`config.mk`:
```
export PLATFORM = sky130hd
export DESIGN_NAME = key_schedule_ctrl
export DESIGN_NICKNAME = d
export VERILOG_FILES = /design/src/rtl/key_schedule_ctrl.sv
export SDC_FILE = /design/constraint.sdc
export NUM_CORES = 1
export LEC_CHECK = 0
export CORE_MARGIN = 10
export CORE_UTILIZATION = 48
export CTS_CLUSTER_DIAMETER = 40
export DETAILED_ROUTE_END_ITERATION = 7
export PLACE_DENSITY = 0.93
export SYNTH_ARGS = -nofsm -noshare
export SYNTH_HDL_FRONTEND = slang
export SYNTH_SLANG_ARGS = --single-unit
```
`constraint.sdc`:
```
create_clock -name clk -period 9 [get_ports clk]
set_clock_uncertainty 0.15 [all_clocks]
set_input_delay 1.8 -clock clk [delete_from_list [all_inputs] [get_ports clk]]
set_output_delay 1.8 -clock clk [all_outputs]
set_load 0.005 [all_outputs]
```
`src/rtl/key_schedule_ctrl.sv`:
```
// key_schedule_ctrl
// AES-128 round-key sequencer. It expands the cipher key one round per
// accepted handshake, using an external combinational 4-byte S-box for
// SubWord. Round keys are presented on a valid/ready interface. A one-cycle
// done pulse follows the acceptance of round 10.
// Word packing: w0 is in bits [31:0] and w3 is in bits [127:96]. Byte 0 of a
// word is its most significant byte.
module key_schedule_ctrl #(
  parameter int KEY_LENGTH = 128  // only 128 (AES-128, Nk=4, Nr=10) is supported
) (
  input  logic                  clk,
  input  logic                  rst,
  input  logic                  start,
  input  logic [KEY_LENGTH-1:0] key,
  output logic                  busy,
  output logic                  rk_valid,
  input  logic                  rk_ready,
  output logic [KEY_LENGTH-1:0] rk_data,
  output logic [3:0]            rk_round,
  output logic [31:0]           sub_word_in,
  input  logic [31:0]           sub_word_out,
  output logic                  done
);

  typedef enum logic [1:0] {
    IDLE   = 2'd0,
    EXPAND = 2'd1,
    FINISH = 2'd2
  } state_e;

  localparam logic [3:0] LAST_ROUND = 4'd10;

  state_e                  state_q, state_d;
  logic [KEY_LENGTH-1:0]   rk_data_q, rk_data_d;
  logic [3:0]              rk_round_q, rk_round_d;
  logic                    rk_valid_q, rk_valid_d;
  logic                    busy_q, busy_d;
  logic                    done_q, done_d;

  logic                    handshake;
  logic [3:0]              rcon_idx;
  logic [31:0]             t_word;
  logic [31:0]             n0, n1, n2, n3;
  logic [KEY_LENGTH-1:0]   next_key;

  // Round constant for round idx (1..10); anything else maps to zero.
  function automatic logic [7:0] rcon_lookup(input logic [3:0] idx);
    logic [7:0] rc;
    case (idx)
      4'd1:    rc = 8'h01;
      4'd2:    rc = 8'h02;
      4'd3:    rc = 8'h04;
      4'd4:    rc = 8'h08;
      4'd5:    rc = 8'h10;
      4'd6:    rc = 8'h20;
      4'd7:    rc = 8'h40;
      4'd8:    rc = 8'h80;
      4'd9:    rc = 8'h1b;
      4'd10:   rc = 8'h36;
      default: rc = 8'h00;
    endcase
    return rc;
  endfunction

  // RotWord: cyclic left rotation by one byte, where byte 0 is [31:24].
  function automatic logic [31:0] rot_word(input logic [31:0] w);
    return {w[23:0], w[31:24]};
  endfunction

  // The S-box always sees the rotated last word of the current round key.
  assign sub_word_in = rot_word(rk_data_q[127:96]);

  // Next round key, built from the current words and the external SubWord result.
  always_comb begin
    rcon_idx = rk_round_q + 4'd1;
    t_word   = sub_word_out ^ {rcon_lookup(rcon_idx), 24'h000000};
    n0       = rk_data_q[31:0]   ^ t_word;
    n1       = rk_data_q[63:32]  ^ n0;
    n2       = rk_data_q[95:64]  ^ n1;
    n3       = rk_data_q[127:96] ^ n2;
    next_key = {n3, n2, n1, n0};
  end

  // Next-state logic: accept a job, advance one round per handshake, pulse done.
  always_comb begin
    state_d    = state_q;
    rk_data_d  = rk_data_q;
    rk_round_d = rk_round_q;
    // rk_valid_q is high only in EXPAND, so ready has no effect while idle.
    handshake  = rk_valid_q & rk_ready;

    case (state_q)
      IDLE: begin
        if (start) begin
          rk_data_d  = key;
          rk_round_d = 4'd0;
          state_d    = EXPAND;
        end else begin
          state_d    = IDLE;
        end
      end
      EXPAND: begin
        if (handshake) begin
          if (rk_round_q == LAST_ROUND) begin
            // Hold round 10 on the bus; the counter never wraps by itself.
            state_d = FINISH;
          end else begin
            rk_data_d  = next_key;
            rk_round_d = rk_round_q + 4'd1;
          end
        end else begin
          state_d = EXPAND;
        end
      end
      FINISH: begin
        // start is ignored here; the next job begins from IDLE.
        state_d = IDLE;
      end
      default: begin
        state_d = IDLE;
      end
    endcase

    // Status flags are registered from the next state, so they line up with it.
    rk_valid_d = (state_d == EXPAND);
    busy_d     = (state_d != IDLE);
    done_d     = (state_d == FINISH);
  end

  // State and output registers, cleared asynchronously by rst.
  always_ff @(posedge clk or posedge rst) begin
    if (rst) begin
      state_q    <= IDLE;
      rk_data_q  <= '0;
      rk_round_q <= 4'd0;
      rk_valid_q <= 1'b0;
      busy_q     <= 1'b0;
      done_q     <= 1'b0;
    end else begin
      state_q    <= state_d;
      rk_data_q  <= rk_data_d;
      rk_round_q <= rk_round_d;
      rk_valid_q <= rk_valid_d;
      busy_q     <= busy_d;
      done_q     <= done_d;
    end
  end

  assign rk_data  = rk_data_q;
  assign rk_round = rk_round_q;
  assign rk_valid = rk_valid_q;
  assign busy     = busy_q;
  assign done     = done_q;

endmodule
```
# Word-level counts from Yosys, hierarchy flattened
# Memory sizes are Yosys's and may differ from the RTL's.
# Cells that the tools add are included.
# W data, S select, Z words.
[word_totals]
reg_bits = 137
latch_bits = 0
ramBits = 0
mem_bits_ro = 128
in_bits = 164
out_inout_bits = 167
wordCells = 37
n_memories = 1
[mem_list]
columns = ["memory", "depth", "word_bits", "read_ports", "rd_ports_with_merged_regs", "wr", "line_no", "source"]
rows = [
  ["(no name shown)", 16, 8, 1, 0, 0, "49", "case (idx)"],
]
[op_classes]
n_addsub = 1
multipliers = 0
n_div = 0
magnitude_cmp = 0
n_eq_ne = 7
n_shift = 0
muxes = 12
n_bitwise = 6
n_reduce_logical = 4
[op_table]
columns = ["operator", "n"]
rows = [
  ["$mux W128", 3],
  ["$pmux W128 S2", 1],
  ["$xor A32 B32 Y32", 5],
  ["$mux W4", 3],
  ["$pmux W4 S2", 1],
  ["$ne A2 B2 Y1 const B", 3],
  ["$add A4 B1 Y4 const B", 1],
  ["$eq A2 B1 Y1 const B", 2],
  ["$eq A4 B4 Y1 const B", 1],
  ["$mux W2", 2],
  ["$pmux W2 S2", 1],
  ["$reduce_and A4 Y1", 1],
  ["$reduce_bool A2 Y1", 2],
  ["$eq A2 B2 Y1 const B", 1],
  ["$logic_not A2 Y1", 1],
  ["$and A1 B1 Y1", 1],
  ["$mux W1", 1],
]

# Depth between registers and ports, before layout
# Gate-level depths: netlist of run 1.
# An unclocked memory read counts as a cell.
[depth]
ltp_word = 10
mapped_depth = 10
mapped_depth_nobuf = 9

# Worst setup path before layout of run 1
# No wires, ideal clock.
[synth_timing]
path_type = "input to register"
from = "in start"
to = "reg rk_data_q[10], in the netlist rk_data[10]"
setup_ns = 0.087
t_arrival_ns = 3.032
path_slack_ns = 5.731
stages = 7
path_buffers = 2
cell_sequence = "o21ba_2 -> nand2_1 -> a21oi_2 -> clkbuf_1 -> clkbuf_1 -> o21ai_0 -> a22oi_1"
[synth_via]
elab_chain_cells = 2
[synth_rtl]
columns = ["item", "line_no", "source"]
rows = [
  ["start: declaration", "13", "input logic start,"],
  ["$ne A2 B2 Y1 (no line)", "--", ""],
  ["$reduce_and A4 Y1 (no line)", "--", ""],
  ["end signal: assignment", "141", "rk_data_q <= rk_data_d;"],
  ["end: declaration", "34", "logic [KEY_LENGTH-1:0] rk_data_q, rk_data_d;"],
]
# No other way between the ends.
# A chain may end at the register's enable or synchronous reset.

# Final worst setup path of run 1
[layout_timing]
from = "in start"
to = "reg rk_data_q[79], in the netlist rk_data[79]"
# Same word-level chain as after synthesis.

==> metrics.md, run 1 <==
| Metric | Value |
|---|---|
| Share of total power in the clock network | `0.145` |
| Number of setup violations in the final report | `0` |
| Final Hold Viols | `0` |
| Wire length of the first global-routing pass | `46900 µm` |
| CTS sink count | `137` |
| Async SR Flop Fraction | `1.00` |
| Initial core utilization | `0.491` |
| Most used DFF post-synth | `dfrtp_1` |
| Worst setup slack before clock tree synthesis | `3.85 ns` |
| Vias in the first global route | `8754` |
| Final worst-path cycle share | `0.537` |
| Register share of total power | `0.249` |
| Diode insertion count for antenna repair | `0` |
| Sequential area share after synthesis | `0.404` |
| Die H | `153 µm` |
| Total of max-cap violations | `0` |
| Total number of H-tree levels | `4` |
| Number of antenna violations at the first check in global routing | `0` |
| Die extent in x | `153 µm` |
| Power density cells | `437 nW/µm²` |
| Placer's final routability congestion estimate | `0.855` |
| Worst slew pin tran | `1.14 ns` |
| Setup slack on the worst flop-to-flop path | `5.09 ns` |
| Switching Share | `0.422` |
| Max-slew headroom at the worst pin | `0.242` |
| Final count of pins violating max slew | `0` |
| Number of synthesized flops with an enable pin | `0` |
| Unrepaired setup endpoints after global routing | `false` |
| Core region area | `17300 µm²` |
| Total power of the final layout | `5.37 mW` |
| Final critical-path required period | `4.83 ns` |
| Maximum fanout along the worst path | `128` |
| Design Area, Final | `12300 µm²` |
| Remaining design rule violation count | `0` |
| Number of cells on the worst hold path | `2` |
| Routed wirelength normalized by instance count | `19.7 µm` |
| Clock transition at path regs | `0.06 ns` |
| Post-CTS sizing | `0` |
| Yosys reg bits | `137` |
| Iter 0 DRT Violations | `595` |
| Design internal power | `3.10 mW` |
| Proportion of layout cells with a drive suffix above 1 | `0.0431` |
| Placed standard-cell area | `11600 µm²` |
| Combinational cell fraction of total power | `0.607` |
| Via count | `8582` |
| Inserted Clock Buffers | `17` |
| Post-CTS Setup Repair Bufs | `0` |
| Pin count of the biggest net entering global routing | `129` |
| CTS tree | `done` |
| FP Rows | `48` |
| Area of the die | `23400 µm²` |
| Number of input and output port buffers inserted | `330` |
| Status | `finished, final reports clean` |
| Yosys warning count | `0` |
| Slack of the critical path | `4.17 ns` |
| Total global-route track usage | `0.241` |
| Critical Path RT | `9.15 ns` |
| Residual antenna-violating net count after detailed routing | `0` |
| Syn nets | `1177` |
| CTS Hold Bufs | `0` |
| Worst hold path class | `reg2reg` |
| Final net count | `1434` |
| Nature of the critical path startpoint | `primary input` |
| Root cell of the clock tree | `clkbuf_16` |
| Average size of a mapped cell | `8.44 µm²` |
| Switching power summed over all nets | `2.27 mW` |
| Setup TNS | `0 ns` |
| Static Leak | `5.15 nW` |
| Longest Clk Path Bufs | `2` |
| Cell area after synthesis | `8500 µm²` |
| GR Overflow Total | `0` |
| Clock latency reported for the late side of the worst-skew pair | `0.42 ns` |
| Type of the worst setup path | `in2reg` |
| Routed wire length | `29600 µm` |
| Hpwl dp | `21500 µm` |
| Fill count | `1275` |
| Number of iterations in the first detailed-routing pass | `5` |
| Vias per cell | `5.71` |
| Post-Synthesis Cells | `1007` |
| Core utilization of the finished layout | `0.711` |
| Peak supply drop | `0.000320 V` |
| Number of placed I/O pins | `331` |
| Cell variety after synth | `53` |
| Arrival time reported for the critical path endpoint | `4.98 ns` |
| Type of element capturing the critical path | `register` |
| Cell count of the worst reg-to-reg path | `8` |
| Area growth from synthesis to layout | `44.8%` |
| Maximum clock rate | `207 MHz` |
-- cell families (layout without fill, tap and decap cells) --
logic type                 count (synthesis)  after routing  share of synthesized area
xor gates and xnor gates                 115            115                      0.127
muxes                                      5              5                    0.00589
buffers and inverters                    148            418                     0.0832
adders and majority gates                  6              6                    0.00884
DFF                                      137            137                      0.404
and+or+nand+nor                          254            254                      0.129
AOI/OAI and AO/OA                        342            342                      0.242
-- critical path, stage by stage --
cell and delay [ns]:
clkdlybuf4s50_1 0.46, o21ba_2 0.14, nand2_1 0.29, a21oi_4 0.70, buf_4 0.92, o21ai_0 0.24
a22o_1 0.31
-- final timing paths --
| check | start | to |
|---|---|---|
| setup / recovery | start | rk_data[79] |
| hold / removal | rk_data[88] | rk_data[88] |
| setup reg to reg | rk_round[0] | rk_data[79] |
| hold reg to reg | rk_data[88] | rk_data[88] |
| max in group asynchronous | rst | rk_data[65] |
| min in group asynchronous | rst | rk_data[105] |
-- synthesized netlist by cell type, types with 10 or more instances --
| cell type | count | share of area |
|---|---|---|
| nor3_1 | 10 | 0.0059 |
| a22oi_1 | 43 | 0.038 |
| o21ai_0 | 149 | 0.088 |
| o22ai_1 | 25 | 0.018 |
| dfrtp_1 | 137 | 0.40 |
| xnor2_1 | 76 | 0.078 |
| nand3_1 | 48 | 0.028 |
| buf_4 | 33 | 0.029 |
| nor2_1 | 43 | 0.019 |
| xor2_1 | 32 | 0.033 |
| a21oi_1 | 56 | 0.033 |
| nand2_1 | 136 | 0.060 |
| a22o_1 | 17 | 0.018 |
| a31oi_1 | 20 | 0.015 |
| inv_1 | 48 | 0.021 |
| clkbuf_1 | 61 | 0.027 |
-- through the flow --
stage | instances | hold WS, ns
3_3_place_gp | 1470 | 0.357
5_1_grt | 1502 | 0.423
2_1_floorplan | 1007 | 0.362
3_5_place_dp | 1470 | 0.382
4_1_cts | 1502 | 0.395
6_report | 1502 | 0.388
-- metal layers --
metal  vias up  routed length (µm)  GRT usage
li1       3999                   -          -
met1      4121               11100      0.270
met2       405               15200      0.421
met3        57                2480     0.0746
met4         0                 823     0.0908
met5         -                   0          0
-- flip-flops by register name (all words and copies together) (netlist names) --
name / cells
busy: 1
rk_round: 4
done: 1
rk_data: 128
rk_valid: 1
state_q: 2
-- layout by cell type, fill, tap and decap left out, drive strengths merged, types with 2 or more instances in the layout --
| cell type | n |
|---|---|
| a21oi | 57 |
| dfrtp | 137 |
| ha | 6 |
| nand3 | 48 |
| and3b | 2 |
| clkinvlp | 4 |
| nand3b | 2 |
| nor2b | 2 |
| xnor3 | 2 |
| clkdlybuf4s50 | 330 |
| a31oi | 22 |
| a311oi | 2 |
| nand4b | 3 |
| clkbuf | 22 |
| nand2 | 136 |
| clkinv | 2 |
| a2bb2oi | 3 |
| nor2 | 43 |
| xor2 | 33 |
| inv | 48 |
| a22oi | 43 |
| a22o | 17 |
| buf | 8 |
| o21ai | 154 |
| a32oi | 2 |
| xnor2 | 79 |
| bufinv | 4 |
| o2bb2ai | 2 |
| a221oi | 2 |
| mux2i | 5 |
| and3 | 3 |
| a211oi | 6 |
| o22ai | 25 |
| nor3 | 10 |
-- power groups by stage --
stage	registers, mW	clock network (mW)	logic, mW
after detailed placement	1.33	0	3.23
after CTS	1.33	0.784	3.27
after global routing	1.39	0.812	3.58
after floorplan	1.27	0	2.06
final	1.34	0.777	3.26
after global placement	1.31	0	3.08
-- layout make-up --
type                            instances  area [µm²]  area share
Inverter                               48         185      0.0151
Timing Repair Buffer                  338        3360       0.273
Clock buffer                           22         494      0.0402
Clock inverter                         10         164      0.0133
Multi-Input combinational cell        722        4380       0.356
Tap cell                              225         282      0.0229
Sequential cell                       137        3430       0.279
Power figures use the tool's default switching activity.
==> inputs of run 2 (changes only) <==
--- a/config.mk
+++ b/config.mk
@@ -6,10 +6,10 @@
 export NUM_CORES = 1
 export LEC_CHECK = 0
 export CORE_MARGIN = 10
-export CORE_UTILIZATION = 48
+export CORE_UTILIZATION = 40
 export CTS_CLUSTER_DIAMETER = 40
 export DETAILED_ROUTE_END_ITERATION = 7
-export PLACE_DENSITY = 0.93
+export PLACE_DENSITY = 0.83
 export SYNTH_ARGS = -nofsm -noshare
 export SYNTH_HDL_FRONTEND = slang
 export SYNTH_SLANG_ARGS = --single-unit
==> constraint.sdc (replaced) <==
create_clock -name clk -period 4.42 [get_ports clk]
set_clock_uncertainty 0.15 [all_clocks]
set_input_delay 0.884 -clock clk [delete_from_list [all_inputs] [get_ports clk]]
set_output_delay 0.884 -clock clk [all_outputs]
set_load 0.005 [all_outputs]
==> metrics.md, run 2 (same netlist as run 1, synthesis figures left out) <==
| Metric | Value |
|---|---|
| Status | `finished, final reports clean` |
| Total of max-cap violations | `0` |
| Vias per cell | `5.38` |
| FP Rows | `53` |
| Beginning of the worst register-to-register path | `rk_round[0]` |
| Root cell of the clock tree | `clkbuf_16` |
| Worst hold path class | `reg2reg` |
| GR Overflow Total | `0` |
| Number of placed I/O pins | `331` |
| Worst slew pin tran | `0.839 ns` |
| Cell count of the worst reg-to-reg path | `10` |
| Hpwl dp | `20900 µm` |
| Core utilization of the finished layout | `0.591` |
| Nature of the critical path startpoint | `primary input` |
| Final count of pins violating max slew | `0` |
| Initial core utilization | `0.405` |
| Final Hold Viols | `0` |
| Final worst-path cycle share | `0.703` |
| Crit path cell chain | `clkdlybuf4s50_1, o21ba_2, nand2_1, a21oi_4, buf_4, buf_12, a31oi_1, o21ai_0, a221oi_1` |
| Inserted Clock Buffers | `17` |
| Unrepaired setup endpoints after global routing | `false` |
| Setup TNS | `0 ns` |
| Placer's final routability congestion estimate | `0.805` |
| Wl on met1 | `12100 µm` |
| Delay contributed by the slowest stage of the critical path | `0.47 ns` |
| Type of element capturing the critical path | `register` |
| Max-slew headroom at the worst pin | `0.440` |
| Most common library cell in the layout ignoring fill and taps | `clkdlybuf4s50_1` |
| CTS Hold Bufs | `0` |
| Die extent in x | `166 µm` |
| Peak supply drop | `0.000387 V` |
| Routed wire length | `29100 µm` |
| Iter 0 DRT Violations | `603` |
| Post-CTS sizing | `0` |
| Core region area | `21000 µm²` |
| Maximum fanout along the worst path | `68` |
| Residual antenna-violating net count after detailed routing | `0` |
| Setup slack on the worst flop-to-flop path | `1.34 ns` |
| Proportion of layout cells with a drive suffix above 1 | `0.0431` |
| Total global-route track usage | `0.200` |
| Vias in the first global route | `8035` |
| CTS sink count | `137` |
| Number of antenna violations at the first check in global routing | `1` |
| Number of iterations in the first detailed-routing pass | `5` |
| Critical Path RT | `4.51 ns` |
| Static Leak | `5.15 nW` |
| Total number of H-tree levels | `4` |
| Clock latency reported for the late side of the worst-skew pair | `0.41 ns` |
| Die H | `166 µm` |
| Cell Count, Final, Fillers Out | `1552` |
| Total power of the final layout | `10.9 mW` |
| Area of the die | `27500 µm²` |
| Type of the worst setup path | `in2reg` |
| Via count | `8351` |
| Diode insertion count for antenna repair | `0` |
| Number of flip-flops in the largest register | `128` |
| Met3 Wirelength | `1950 µm` |
| Highest metal used | `met5` |
| Hold path startpoint | `rk_data[88]` |
| Met2 wire length | `14300 µm` |
| Capture endpoint of the worst hold path | `rk_data[88]` |
| Number of cells on the worst hold path | `2` |
| Post-CTS Setup Repair Bufs | `0` |
| Arrival time reported for the critical path endpoint | `3.20 ns` |
| Power density cells | `876 nW/µm²` |
| Clock transition at path regs | `0.06 ns` |
| Slowest cell on the critical path | `clkdlybuf4s50_1` |
| Final critical-path required period | `3.11 ns` |
| CTS tree | `done` |
| Wire length of the first global-routing pass | `45500 µm` |
| Final net count | `1434` |
| Longest Clk Path Bufs | `2` |
| Leading cell types in the layout, fill and taps excluded | `clkdlybuf4s50_1, o21ai_0, dfrtp_1, nand2_1, xnor2_1` |
| End of the worst register-to-register path | `rk_data[123]` |
| Placed instance count | `1520` |
| Pin count of the biggest net entering global routing | `204` |
| Routed wirelength normalized by instance count | `18.8 µm` |
| Maximum clock rate | `322 MHz` |
| Area growth from synthesis to layout | `45.9%` |
| Remaining design rule violation count | `0` |
| Number of setup violations in the final report | `0` |
| Number of input and output port buffers inserted | `330` |
run 2: changes by cell type in the layout (fill, tap and decap cells not counted), moves of 2 or more:
cell	previous run	this run
buf_12	0	4
buf_4	8	4
clkinvlp_4	4	6
clkbuf_8	5	1
run 2: per-layer routing:
layer  GRT usage  vias up
met1       0.239     3999
met4      0.0724        2
met3      0.0577       37
met5           0        -
met2       0.334      303
li1            -     4010
run 2: cell type report:
type,instances,area (µm²)
clock buffers,19,443
clock inverters,13,193
fillers,1811,8560
inverters,48,184
multi-input cells,722,4390
flip-flops and latches,137,3430
well taps,275,344
repair buffers,338,3410
run 2: worst max path at each step:
stage	end	start	cells past startpoint	slack, ns
after floorplan	busy	rst	1	1.68
after global placement	rk_data[123]	start	9	1.01
after detailed placement	rk_data[123]	start	9	0.91
after CTS	rk_data[123]	start	9	1.35
after global routing	rk_data[85]	rk_round[0]	8	1.11
final	rk_data[123]	start	9	1.31
run 2: power by group:
| group | switching [mW] | internal (mW) | total, mW | leakage, nW |
|---|---|---|---|---|
| clock network | 0.586 | 0.966 | 1.55 | 0.292 |
| logic | 3.19 | 3.39 | 6.58 | 3.29 |
| registers | 0.788 | 1.93 | 2.72 | 1.56 |
| total | 4.57 | 6.28 | 10.9 | 5.15 |
run 2: through the flow:
| stage | hold WS, ns | instance area, µm² | worst slack [ns] |
|---|---|---|---|
| floorplan | 0.362 | 8500 | 1.68 |
| global placement | 0.360 | 11800 | 1.01 |
| detailed placement | 0.374 | 11800 | 0.908 |
| CTS | 0.389 | 12400 | 1.35 |
| global route | 0.417 | 12400 | 1.11 |
| finish | 0.388 | 12400 | 1.31 |
run 2: critical path, delay by kind of cell:
family                 cells  cell delay (ns)
AOI/OAI and AO/OA          5             1.01
buffers and inverters      3             0.98
and+or+nand+nor            1             0.30
